File: src/rtl/spi_pkg.sv
// Shared types and defaults for the two-requester SPI arbiter.
package spi_pkg;

  localparam int LEN_W_DEF         = 16;
  localparam int START_TIMEOUT_DEF = 64;

  typedef enum logic [2:0] {
    ST_IDLE,
    ST_START,
    ST_WAIT,
    ST_RUN,
    ST_DONE
  } arb_state_t;

  function automatic logic [1:0] onehot2(input logic idx);
    return idx ? 2'b10 : 2'b01;
  endfunction

endpackage

File: src/rtl/spi_arb_timer.sv
// Clearable saturating cycle counter; expire flags the final counted cycle.
module spi_arb_timer #(
  parameter int MAX = 64
) (
  input  logic clk,
  input  logic rst,
  input  logic clr,
  input  logic inc,
  output logic expire
);

  localparam int CW = $clog2(MAX + 1);

  logic [CW-1:0] count;

  // Holds at MAX so a long stall can never wrap back into range.
  always_ff @(posedge clk or negedge rst) begin
    if (!rst)
      count <= '0;
    else if (clr)
      count <= '0;
    else if (inc && (count != CW'(MAX)))
      count <= count + 1'b1;
  end

  assign expire = (count == CW'(MAX - 1));

endmodule

File: src/rtl/spi_arbiter.sv
// Round-robin arbiter handing one SPI engine to two requesters; all outputs registered.
module spi_arbiter
  import spi_pkg::*;
#(
  parameter int LEN_W         = LEN_W_DEF,
  parameter int START_TIMEOUT = START_TIMEOUT_DEF
) (
  input  logic             clk,
  input  logic             rst,
  input  logic             req0,
  input  logic             op0,
  input  logic [LEN_W-1:0] len0,
  output logic             gnt0,
  output logic             done0,
  input  logic             req1,
  input  logic             op1,
  input  logic [LEN_W-1:0] len1,
  output logic             gnt1,
  output logic             done1,
  output logic             work,
  output logic             op,
  output logic [LEN_W-1:0] len,
  input  logic             busy,
  output logic             sel,
  output logic             err
);

  arb_state_t       state, state_nxt;
  logic             last_ptr, last_d;
  logic [1:0]       gnt_q, gnt_d, done_q, done_d;
  logic             work_d, err_d, op_d, sel_d;
  logic [LEN_W-1:0] len_d;
  logic             winner;
  logic [LEN_W-1:0] win_len;
  logic             tmr_expire;

  spi_arb_timer #(.MAX(START_TIMEOUT)) u_timer (
    .clk    (clk),
    .rst    (rst),
    .clr    (state == ST_START),
    .inc    (state == ST_WAIT),
    .expire (tmr_expire)
  );

  // On a tie the requester that did not own the previous transfer wins.
  assign winner  = (req0 && req1) ? ~last_ptr : req1;
  assign win_len = winner ? len1 : len0;

  always_ff @(posedge clk or negedge rst) begin
    if (!rst) begin
      state    <= ST_IDLE;
      last_ptr <= 1'b1;
      gnt_q    <= 2'b00;
      done_q   <= 2'b00;
      work     <= 1'b0;
      err      <= 1'b0;
      op       <= 1'b0;
      len      <= '0;
      sel      <= 1'b0;
    end else begin
      state    <= state_nxt;
      last_ptr <= last_d;
      gnt_q    <= gnt_d;
      done_q   <= done_d;
      work     <= work_d;
      err      <= err_d;
      op       <= op_d;
      len      <= len_d;
      sel      <= sel_d;
    end
  end

  always_comb begin
    state_nxt = state;
    unique case (state)
      ST_IDLE:  if (req0 || req1) state_nxt = (win_len == '0) ? ST_DONE : ST_START;
      ST_START: state_nxt = ST_WAIT;
      ST_WAIT: begin
        if (busy)            state_nxt = ST_RUN;
        else if (tmr_expire) state_nxt = ST_DONE;
      end
      ST_RUN:   if (!busy) state_nxt = ST_DONE;
      ST_DONE:  state_nxt = ST_IDLE;
      default:  state_nxt = ST_IDLE;
    endcase
  end

  // Computes the values the output registers take on the coming edge.
  always_comb begin
    gnt_d  = gnt_q;
    done_d = 2'b00;
    work_d = 1'b0;
    err_d  = 1'b0;
    op_d   = op;
    len_d  = len;
    sel_d  = sel;
    last_d = last_ptr;
    unique case (state)
      ST_IDLE: begin
        if (req0 || req1) begin
          sel_d = winner;
          op_d  = winner ? op1 : op0;
          len_d = win_len;
          gnt_d = onehot2(winner);
          if (win_len == '0) begin
            done_d = onehot2(winner);
            err_d  = 1'b1;
          end else begin
            work_d = 1'b1;
          end
        end
      end
      ST_WAIT: begin
        if (!busy && tmr_expire) begin
          done_d = gnt_q;
          err_d  = 1'b1;
        end
      end
      ST_RUN:   if (!busy) done_d = gnt_q;
      ST_DONE: begin
        gnt_d  = 2'b00;
        last_d = sel;
      end
      default: ;
    endcase
  end

  assign gnt0  = gnt_q[0];
  assign gnt1  = gnt_q[1];
  assign done0 = done_q[0];
  assign done1 = done_q[1];

endmodule

File: config.mk
export PLATFORM = sky130hd
export DESIGN_NAME = spi_arbiter
export DESIGN_NICKNAME = d
export VERILOG_FILES = /design/src/rtl/spi_pkg.sv /design/src/rtl/spi_arb_timer.sv /design/src/rtl/spi_arbiter.sv
export SDC_FILE = /design/constraint.sdc
export NUM_CORES = 1
export LEC_CHECK = 0
export BUFFER_PORTS_ARGS = -buffer_cell sky130_fd_sc_hd__buf_2
export CAP_MARGIN = 5
export CORE_ASPECT_RATIO = 1.1
export CORE_MARGIN = 2
export CORE_UTILIZATION = 51
export CTS_BUF_LIST = sky130_fd_sc_hd__clkbuf_8
export DETAILED_ROUTE_END_ITERATION = 12
export PLACE_DENSITY = 0.9
export REMOVE_ABC_BUFFERS = 1
export SYNTH_ARGS = -nofsm -noshare
export SYNTH_HDL_FRONTEND = slang
export SYNTH_SLANG_ARGS = --single-unit
export TNS_END_PERCENT = 100
File: constraint.sdc
create_clock -name clk -period 2.01 [get_ports clk]
set_input_delay 0.1005 -clock clk [delete_from_list [all_inputs] [get_ports clk]]
set_output_delay 0.1005 -clock clk [all_outputs]
set_load 0.02 [all_outputs]
==> metrics.md, run 1 <==
| Metric | Value |
|---|---|
| Rows | 22 |
| Synth Warn # | 0 |
| 1st-pass router iterations | 4 |
| Synth Register Bits | 35 |
| Post-DR wirelength/cell | 14.5 um |
| Clock Sink Count | 35 |
| Die width | 59.5 um |
| Final setup viols | 0 |
| Finished Core Util | 0.661 |
| Tot Pwr | 2.99 mW |
| # DRC | 0 |
| Final ANT Viol Nets | 0 |
| N_diodes | 0 |
| Worst-case reg-to-reg path depth | 7 |
| Remaining global-route overflow | 0 |
| Fraction of layout cells with a size suffix above 1 | 0.347 |
| Skew-Pair Late Insertion Delay | 0.29 ns |
| Crit-path slowest cell | a2111oi_4 |
| Clock Path Buffers | 2 |
| Starting Density | 0.524 |
| Final Cycle Share | 0.924 |
| Vias | 1,539 |
| Post-synth top flop | dfrtp_1 |
| Via density | 5.60 |
| Initial antenna violation count | 0 |
| Hold WS | 0.0871 ns |
| Vias in the first global route | 1,489 |
| 1st-iter DRT viols | 58 |
| DIE AREA | 3880 sq um |
| Core Area | 3300 sq um |
| Power Dens Cells | 1370 nW/um^2 |
| Resized Gates After CTS | 0 |
| Input/output buffers | 62 |
| Clk pin slew, worst setup/hold paths | 0.07 ns |
| Final Critical Period | 1.86 ns |
| Top delay family on crit path | simple AND/OR/NAND/NOR gates |
| Largest net degree at the start of global routing | 36 |
| Worst-path cell chain | inv_1 -> ha_1 -> nor4bb_2 -> a2111oi_4 -> and2_4 -> nand3_1 -> mux2i_1 |
| TritonCTS Buffers | 5 |
| Num ports | 63 |
| Crit path buf inv count | 1 |
| Depth of the CTS H-tree | 2 |
| Post-synth ARST share | 1.00 |
| CP Class | flop to flop |
| Arrival time worst endpoint | 2.04 ns |
| Slew headroom | 0.492 |
| Setup WS post-layout | 0.153 ns |
| Slew @ Worst Pin | 0.762 ns |
| Post-synth cell types | 36 |
| Fill cells | 267 |
| CTS tree | built |
| Root Driver | clkbuf_8 |
| Reg2reg end | u_timer.count[4] |
| Crit Path Max Fanout | 5 |
| Max-slew violations | 0 |
| Fmax | 539 MHz |
| Worst path max stage delay | 0.44 ns |
| Critical Path End Type | flop |
| First-pass GRT wire length | 6920 um |
| Hold endpoint | state[0] |
| Status | completed |
| Gr usage total | 0.242 |
| Post-synth EDFFs | 0 |
| Cell count after synthesis | 172 |
| HP Start | busy |
| Max VDD drop | 706 uV |
| HPWL Detailed | 3030 um |
| Routability cong. | 0.905 |
| Hold depth | 2 |
| Sequential area share after synthesis | 0.507 |
| Cell Area, Synth | 1730 sq um |
| Clk_skew | 0.00400 ns |
| Area Growth Syn to Fin | 26.1% |
| HP Class | primary input to flop |
| Setup slack after placement | 0.146 ns |
| Leakage | 1.10 nW |
| Worst path required time | 2.19 ns |
| Synth Area per Inst | 10.1 sq um |
| MaxCap Viol Count | 0 |
| Critical path launch point type | flop |
| Post-CTS Setup Inserts | 0 |
| Drt total wl | 4000 um |
| Reg2reg start | u_timer.count[0] |
| Die H | 65.1 um |
| RSZ-0062 raised after global routing | no |
| Register-to-register setup slack | 0.15 ns |
| Endpoints failing hold | 0 |
| NumNets Final | 279 |
[state kept, by name (all words and copies together) (netlist names)]
name	cells
work	1
err	1
u_timer.count	7
sel	1
gnt_q	2
len	16
state	3
op	1
last_ptr	1
done_q	2
[cell usage in the layout (no fill, tap or decap), types with 4 or more instances in the layout]
cell type  count
inv_1          5
o21ai_1       16
clkbuf_8       5
buf_2         62
nor4_1         9
o21ai_0        7
buf_4          4
nand2_1       24
mux2i_1       19
nor2_1        12
dfrtp_1       34
[per-layer routing]
metal  track usage  up-vias  share of wire
met3        0.0650       13          0.045
met4         0.114        0          0.032
met1         0.305      732           0.43
met5             0        -              0
li1              -      751              -
met2         0.382       43           0.49
[synthesized netlist by cell type (all sizes together), types with 2 or more instances]
cell type	instances	share of area
mux2i	19	0.11
ha	2	0.014
xnor2	2	0.010
nor4	9	0.033
and2	3	0.012
dfrtp	34	0.49
o21ai	24	0.069
nand4	3	0.011
and3	2	0.0080
a22o	2	0.010
inv	5	0.011
clkbuf	4	0.0087
nand3	4	0.014
nor2	12	0.026
nand2	24	0.052
a21oi	2	0.0058
nor3	2	0.0058
or3	2	0.0072
buf	4	0.012
[worst max path at each step]
stage                     startpoint                to  slack, ns  cells past startpoint
finish              u_timer.count[0]  u_timer.count[4]       0.15                      7
global route        u_timer.count[0]  u_timer.count[4]      0.005                      7
CTS                 u_timer.count[0]  u_timer.count[4]       0.14                      7
detailed placement  u_timer.count[0]  u_timer.count[4]       0.15                      7
global placement    u_timer.count[0]  u_timer.count[4]       0.23                      7
floorplan                   last_ptr          state[0]      -0.60                      5
[power by group]
group / total (mW) / internal [mW] / switching, mW
Clock: 0.494 / 0.237 / 0.257
Combinational: 1.28 / 0.495 / 0.781
Sequential: 1.22 / 0.985 / 0.233
Total: 2.99 / 1.72 / 1.27
[per-stage QoR]
| stage | area [sq um] | cells | TNS [ns] |
|---|---|---|---|
| floorplan | 1700 | 164 | -7.18 |
| global placement | 2090 | 266 | 0 |
| detailed placement | 2090 | 266 | 0 |
| CTS | 2180 | 275 | 0 |
| global route | 2180 | 275 | 0 |
| finish | 2180 | 275 | 0 |
[area by class of cell]
cell class | count | area, sq um | area share
sequential | 35 | 877 | 0.402
multi-input combinational | 124 | 807 | 0.370
timing repair buffer | 67 | 350 | 0.161
clock buffer | 5 | 68.8 | 0.0315
tap | 36 | 45.0 | 0.0206
inverter | 5 | 18.8 | 0.00860
clock inverter | 3 | 15.0 | 0.00688
[cells by family (layout without fill, tap and decap cells)]
kind of cell             Yosys count  count (layout)  synth area share
adder cells (fa/ha/maj)            2               2            0.0145
multiplexers                      20              20             0.116
XOR/XNOR                           3               3            0.0152
AO/OA/AOI/OAI                     36              36             0.134
buffers and inverters             13              80            0.0311
flip-flops                        35              35             0.507
AND/OR/NAND/NOR                   63              63             0.182
[repair_timing]
action,4_1_cts,5_1_grt
setup endpoints to repair,0,0
endpoints found under the hold margin,34,0
hold buffers,1,0
(Power assumes the default switching activity.)
==> inputs of run 2 (changes only) <==
Settings changed: CORE_ASPECT_RATIO 1.1 to default.
==> run 2 against run 1 <==
Net effect:
- via count is 0.26% lower
- cell count is 4.0% higher
- sequential power barely moved
- critical path type unchanged
- largest cell class unchanged
- highest routed layer unchanged
==> metrics.md, run 2 (synthesized netlist as in run 1, its figures left out) <==
| Metric | Value |
|---|---|
| 1st-pass router iterations | 5 |
| Drt total wl | 3870 um |
| Crit Path Max Fanout | 5 |
| Clock Path Buffers | 2 |
| Core Area | 3280 sq um |
| Clock Sink Count | 35 |
| Clk_skew | 0.00475 ns |
| Clk pin slew, worst setup/hold paths | 0.07 ns |
| Resized Gates After CTS | 0 |
| Slew headroom | 0.514 |
| WL met3 | 172 um |
| Die H | 62.3 um |
| Root Driver | clkbuf_8 |
| Final Cycle Share | 0.927 |
| CTS tree | built |
| Skew-Pair Late Insertion Delay | 0.28 ns |
| HP Class | primary input to flop |
| Max VDD drop | 1180 uV |
| Finished Core Util | 0.675 |
| Worst path required time | 2.18 ns |
| Status | completed |
| Remaining global-route overflow | 0 |
| Rows | 21 |
| Initial antenna violation count | 0 |
| First-pass GRT wire length | 6930 um |
| Input/output buffers | 62 |
| Critical path launch point type | flop |
| Biggest register | len |
| NumNets Final | 280 |
| Critical Path End Type | flop |
| Post-Route M1 WL | 1570 um |
| Arrival time worst endpoint | 2.03 ns |
| Starting Density | 0.527 |
| 1st-iter DRT viols | 42 |
| DIE AREA | 3880 sq um |
| Vias in the first global route | 1,628 |
| Post-DR wirelength/cell | 13.5 um |
| Gr usage total | 0.225 |
| # DRC | 0 |
| Commonest non-fill, non-tap cells in the layout | buf_2 (62), dfrtp_1 (34), nand2_1 (24) |
| Final Critical Period | 1.86 ns |
| Number of flip-flops under the largest register name | 16 |
| Via density | 5.37 |
| CP Class | flop to flop |
| Largest registers | len x16, u_timer.count x7, state x3 |
| Final setup viols | 0 |
| Tot Pwr | 3.04 mW |
| Inst Count DP | 276 |
| Num ports | 63 |
| N_diodes | 0 |
| Met2 WL post-DR | 2060 um |
| Die width | 62.3 um |
| RSZ-0062 raised after global routing | no |
| HPWL Detailed | 3000 um |
| Top Metal Used | met4 |
| Post-Layout Cell Count | 286 |
| Slew @ Worst Pin | 0.729 ns |
| Power Dens Cells | 1370 nW/um^2 |
| Leakage | 1.11 nW |
| TritonCTS Buffers | 5 |
| Largest net degree at the start of global routing | 37 |
| Fmax | 537 MHz |
| Vias | 1,535 |
| Commonest non-fill, non-tap cell in the layout | buf_2 |
| Final ANT Viol Nets | 0 |
| Endpoints failing hold | 0 |
| Depth of the CTS H-tree | 2 |
| Max-slew violations | 0 |
| Routability cong. | 0.829 |
| MaxCap Viol Count | 0 |
| Fraction of layout cells with a size suffix above 1 | 0.346 |
| Area Growth Syn to Fin | 28.2% |
## run 2: cell count changes in the layout (fill, tap and decap cells not counted), sizes merged
cell    change
clkinv      -3
clkbuf      +2
buf         +1
inv         +1
## run 2: final cells by class
type	count	area, sq um
Sequential cell	35	877
Fill cell	271	1070
Inverter	5	18.8
Multi-Input combinational cell	124	807
Clock buffer	7	96.3
Clock inverter	1	3.75
Timing Repair Buffer	68	358
Tap cell	46	57.6
## run 2: path summary, 6_finish.rpt
check                                  from          endpoint  slack (ns)  cells after the start
max in group asynchronous               rst         done_q[1]        1.13                      2
min in group asynchronous               rst           len[11]        0.42                      2
setup / recovery           u_timer.count[0]  u_timer.count[5]        0.15                      8
hold reg to reg                      len[1]            len[1]        0.48                      2
hold / removal                          op0                op         0.1                      3
setup reg to reg           u_timer.count[0]  u_timer.count[5]        0.15                      8
## run 2: worst max-delay path, cell delays in order, from the launching register on
cell	delay, ns
dfrtp_1	0.42
inv_1	0.06
ha_1	0.19
nor4bb_2	0.19
a2111oi_4	0.37
buf_4	0.20
nand4_1	0.11
xor2_1	0.15
nor2_1	0.05
## run 2: per-stage QoR
stage | hold slack [ns] | setup slack [ns] | setup TNS (ns) | cell area [sq um]
after floorplan | -0.195 | -0.603 | -7.18 | 1700
after global placement | 0.199 | 0.243 | 0 | 2100
after detailed placement | 0.213 | 0.166 | 0 | 2100
after CTS | 0.0918 | 0.141 | 0 | 2210
after global routing | 0.114 | 0.00333 | 0 | 2220
final | 0.0956 | 0.147 | 0 | 2220
## run 2: power by group
group | internal (mW) | switching [mW] | total [mW] | leakage (nW)
logic | 0.506 | 0.775 | 1.28 | 0.610
clock network | 0.307 | 0.235 | 0.543 | 0.0557
registers | 0.985 | 0.226 | 1.21 | 0.444
total | 1.80 | 1.24 | 3.04 | 1.11
## run 2: timing repair
action / 4_1_cts / 5_1_grt
setup buffers: 0 / 1
hold endpoints to repair: 34 / 0
hold buffers: 1 / 0
endpoints found under the setup margin: 0 / 1
## run 2: layer usage
metal | up-vias | GRT usage
met3 | 10 | 0.0507
met5 | - | 0
met4 | 0 | 0.106
met1 | 723 | 0.251
met2 | 50 | 0.406
li1 | 752 | -
==> inputs of run 3 (changes only) <==
Settings changed: CORE_UTILIZATION 51 to 40, PLACE_DENSITY 0.9 to 0.75, REMOVE_ABC_BUFFERS 1 to default.
==> run 3 against run 2 <==
Net effect:
- cell area up 0.62%
- sequential share of layout area fell by 0.24 points
- fmax grew 1.3%
- critical path depth is the same
- non-clock buffer count fell by 1
- largest cell class unchanged
==> metrics.md, run 3 (synthesized netlist as in run 1, its figures left out) <==
| Metric | Value |
|---|---|
| Largest net degree at the start of global routing | 38 |
| Commonest non-fill, non-tap cell in the layout | buf_2 |
| Slew headroom | 0.492 |
| Setup TNS | 0 ns |
| Die H | 69.8 um |
| Vias in the first global route | 1,381 |
| Largest registers | len x16, u_timer.count x7, state x3 |
| Via density | 5.08 |
| Core Area | 4090 sq um |
| NumNets Final | 279 |
| N_diodes | 0 |
| Post-CTS Setup Inserts | 0 |
| RSZ-0062 raised after global routing | no |
| # DRC | 0 |
| CP Class | flop to flop |
| Clk pin slew, worst setup/hold paths | 0.07 ns |
| Fill cells | 389 |
| Hold depth | 3 |
| Endpoints failing hold | 0 |
| Post-Layout Cell Count | 289 |
| Final setup viols | 0 |
| Num ports | 63 |
| Status | completed |
| Gr usage total | 0.164 |
| Critical Path End Type | flop |
| Skew-Pair Late Insertion Delay | 0.29 ns |
| HP Start | op0 |
| Commonest non-fill, non-tap cells in the layout | buf_2 (62), dfrtp_1 (34), nand2_1 (24) |
| Reg2reg end | u_timer.count[3] |
| Depth of the CTS H-tree | 2 |
| First-pass GRT wire length | 6370 um |
| Area of the multi-input gates | 807 sq um |
| Final Cycle Share | 0.915 |
| Initial antenna violation count | 0 |
| Worst-case reg-to-reg path depth | 8 |
| Max VDD drop | 864 uV |
| Resized Gates After CTS | 0 |
| Crit Path Max Fanout | 5 |
| Clock Sink Count | 35 |
| Inst Count DP | 280 |
| Area Growth Syn to Fin | 29.0% |
| Arrival time worst endpoint | 2.00 ns |
| Drt total wl | 3870 um |
| Reg area | 877 sq um |
| Reg2reg start | u_timer.count[0] |
| Critical path launch point type | flop |
| 1st-pass router iterations | 4 |
| Worst path required time | 2.18 ns |
| CTS tree | built |
| Remaining global-route overflow | 0 |
| Power Dens Cells | 1380 nW/um^2 |
| Leakage | 1.11 nW |
| Post-DR wirelength/cell | 13.4 um |
| Number of flip-flops under the largest register name | 16 |
| Clk_skew | 0.00757 ns |
| HPWL Detailed | 2920 um |
| Register-to-register setup slack | 0.17 ns |
| Hold buffers post-CTS | 1 |
| Rows | 23 |
| Starting Density | 0.423 |
| Input/output buffers | 62 |
| MaxCap Viol Count | 0 |
| HP Class | primary input to flop |
| Routability cong. | 0.821 |
| Biggest register | len |
| Clock Path Buffers | 2 |
| Final Critical Period | 1.84 ns |
| Fmax | 544 MHz |
| Hold endpoint | op |
| Root Driver | clkbuf_8 |
| Syn nets | 213 |
| TritonCTS Buffers | 5 |
| Vias | 1,468 |
| 1st-iter DRT viols | 101 |
| DIE AREA | 4870 sq um |
| Final ANT Viol Nets | 0 |
| Fraction of layout cells with a size suffix above 1 | 0.347 |
| Die width | 69.8 um |
| Max-slew violations | 0 |
| Slew @ Worst Pin | 0.762 ns |
==> run 3: changes by cell type in the layout (fill, tap and decap cells not counted) <==
cell,change
inv_1,-1
clkinvlp_4,+1
buf_12,+1
buf_4,-2
==> run 3: cell type report <==
| cell class | count | share of cell area |
|---|---|---|
| multi-input cells | 124 | 0.362 |
| clock buffers | 7 | 0.0432 |
| clock inverters | 1 | 0.00336 |
| inverters | 5 | 0.00841 |
| flip-flops and latches | 35 | 0.393 |
| repair buffers | 67 | 0.163 |
| well taps | 50 | 0.0280 |
==> run 3: critical path, cell delays in order, from the launching register on <==
cell       delay [ns]
dfrtp_1          0.43
inv_1            0.07
ha_1             0.18
nor4bb_2         0.18
a2111oi_4        0.39
buf_4            0.19
nand4_1          0.12
nand3_1          0.11
o21ai_1          0.06
==> run 3: stage by stage <==
stage                     utilization  worst slack [ns]  area [sq um]  total power [mW]  hold WS (ns)
final                           0.546             0.171          2230              3.07        0.0856
after global routing            0.546            0.0747          2230              3.30         0.104
after CTS                       0.546             0.179          2230              3.10        0.0821
after detailed placement        0.518             0.194          2120              2.53         0.216
after global placement          0.518             0.219          2120              2.50         0.211
after floorplan                     -             0.207          1730              2.05        -0.195
==> run 3: worst max-delay path by stage <==
stage                       endpoint             start
floorplan           u_timer.count[4]  u_timer.count[0]
global placement    u_timer.count[3]  u_timer.count[0]
detailed placement  u_timer.count[3]  u_timer.count[0]
CTS                 u_timer.count[3]  u_timer.count[0]
global route        u_timer.count[3]  u_timer.count[0]
finish              u_timer.count[3]  u_timer.count[0]
==> run 3: report_power, final <==
part           leakage, nW  total, mW  switching [mW]  internal (mW)
sequential           0.444       1.21           0.221          0.985
clock               0.0505      0.557           0.245          0.311
combinational        0.611       1.31           0.786          0.523
==> run 3: routing by layer <==
| layer | global-route usage | share of wire |
|---|---|---|
| met3 | 0.0465 | 0.056 |
| met1 | 0.229 | 0.49 |
| met5 | 0 | 0 |
| met2 | 0.241 | 0.45 |
| met4 | 0.0620 | 0.0098 |
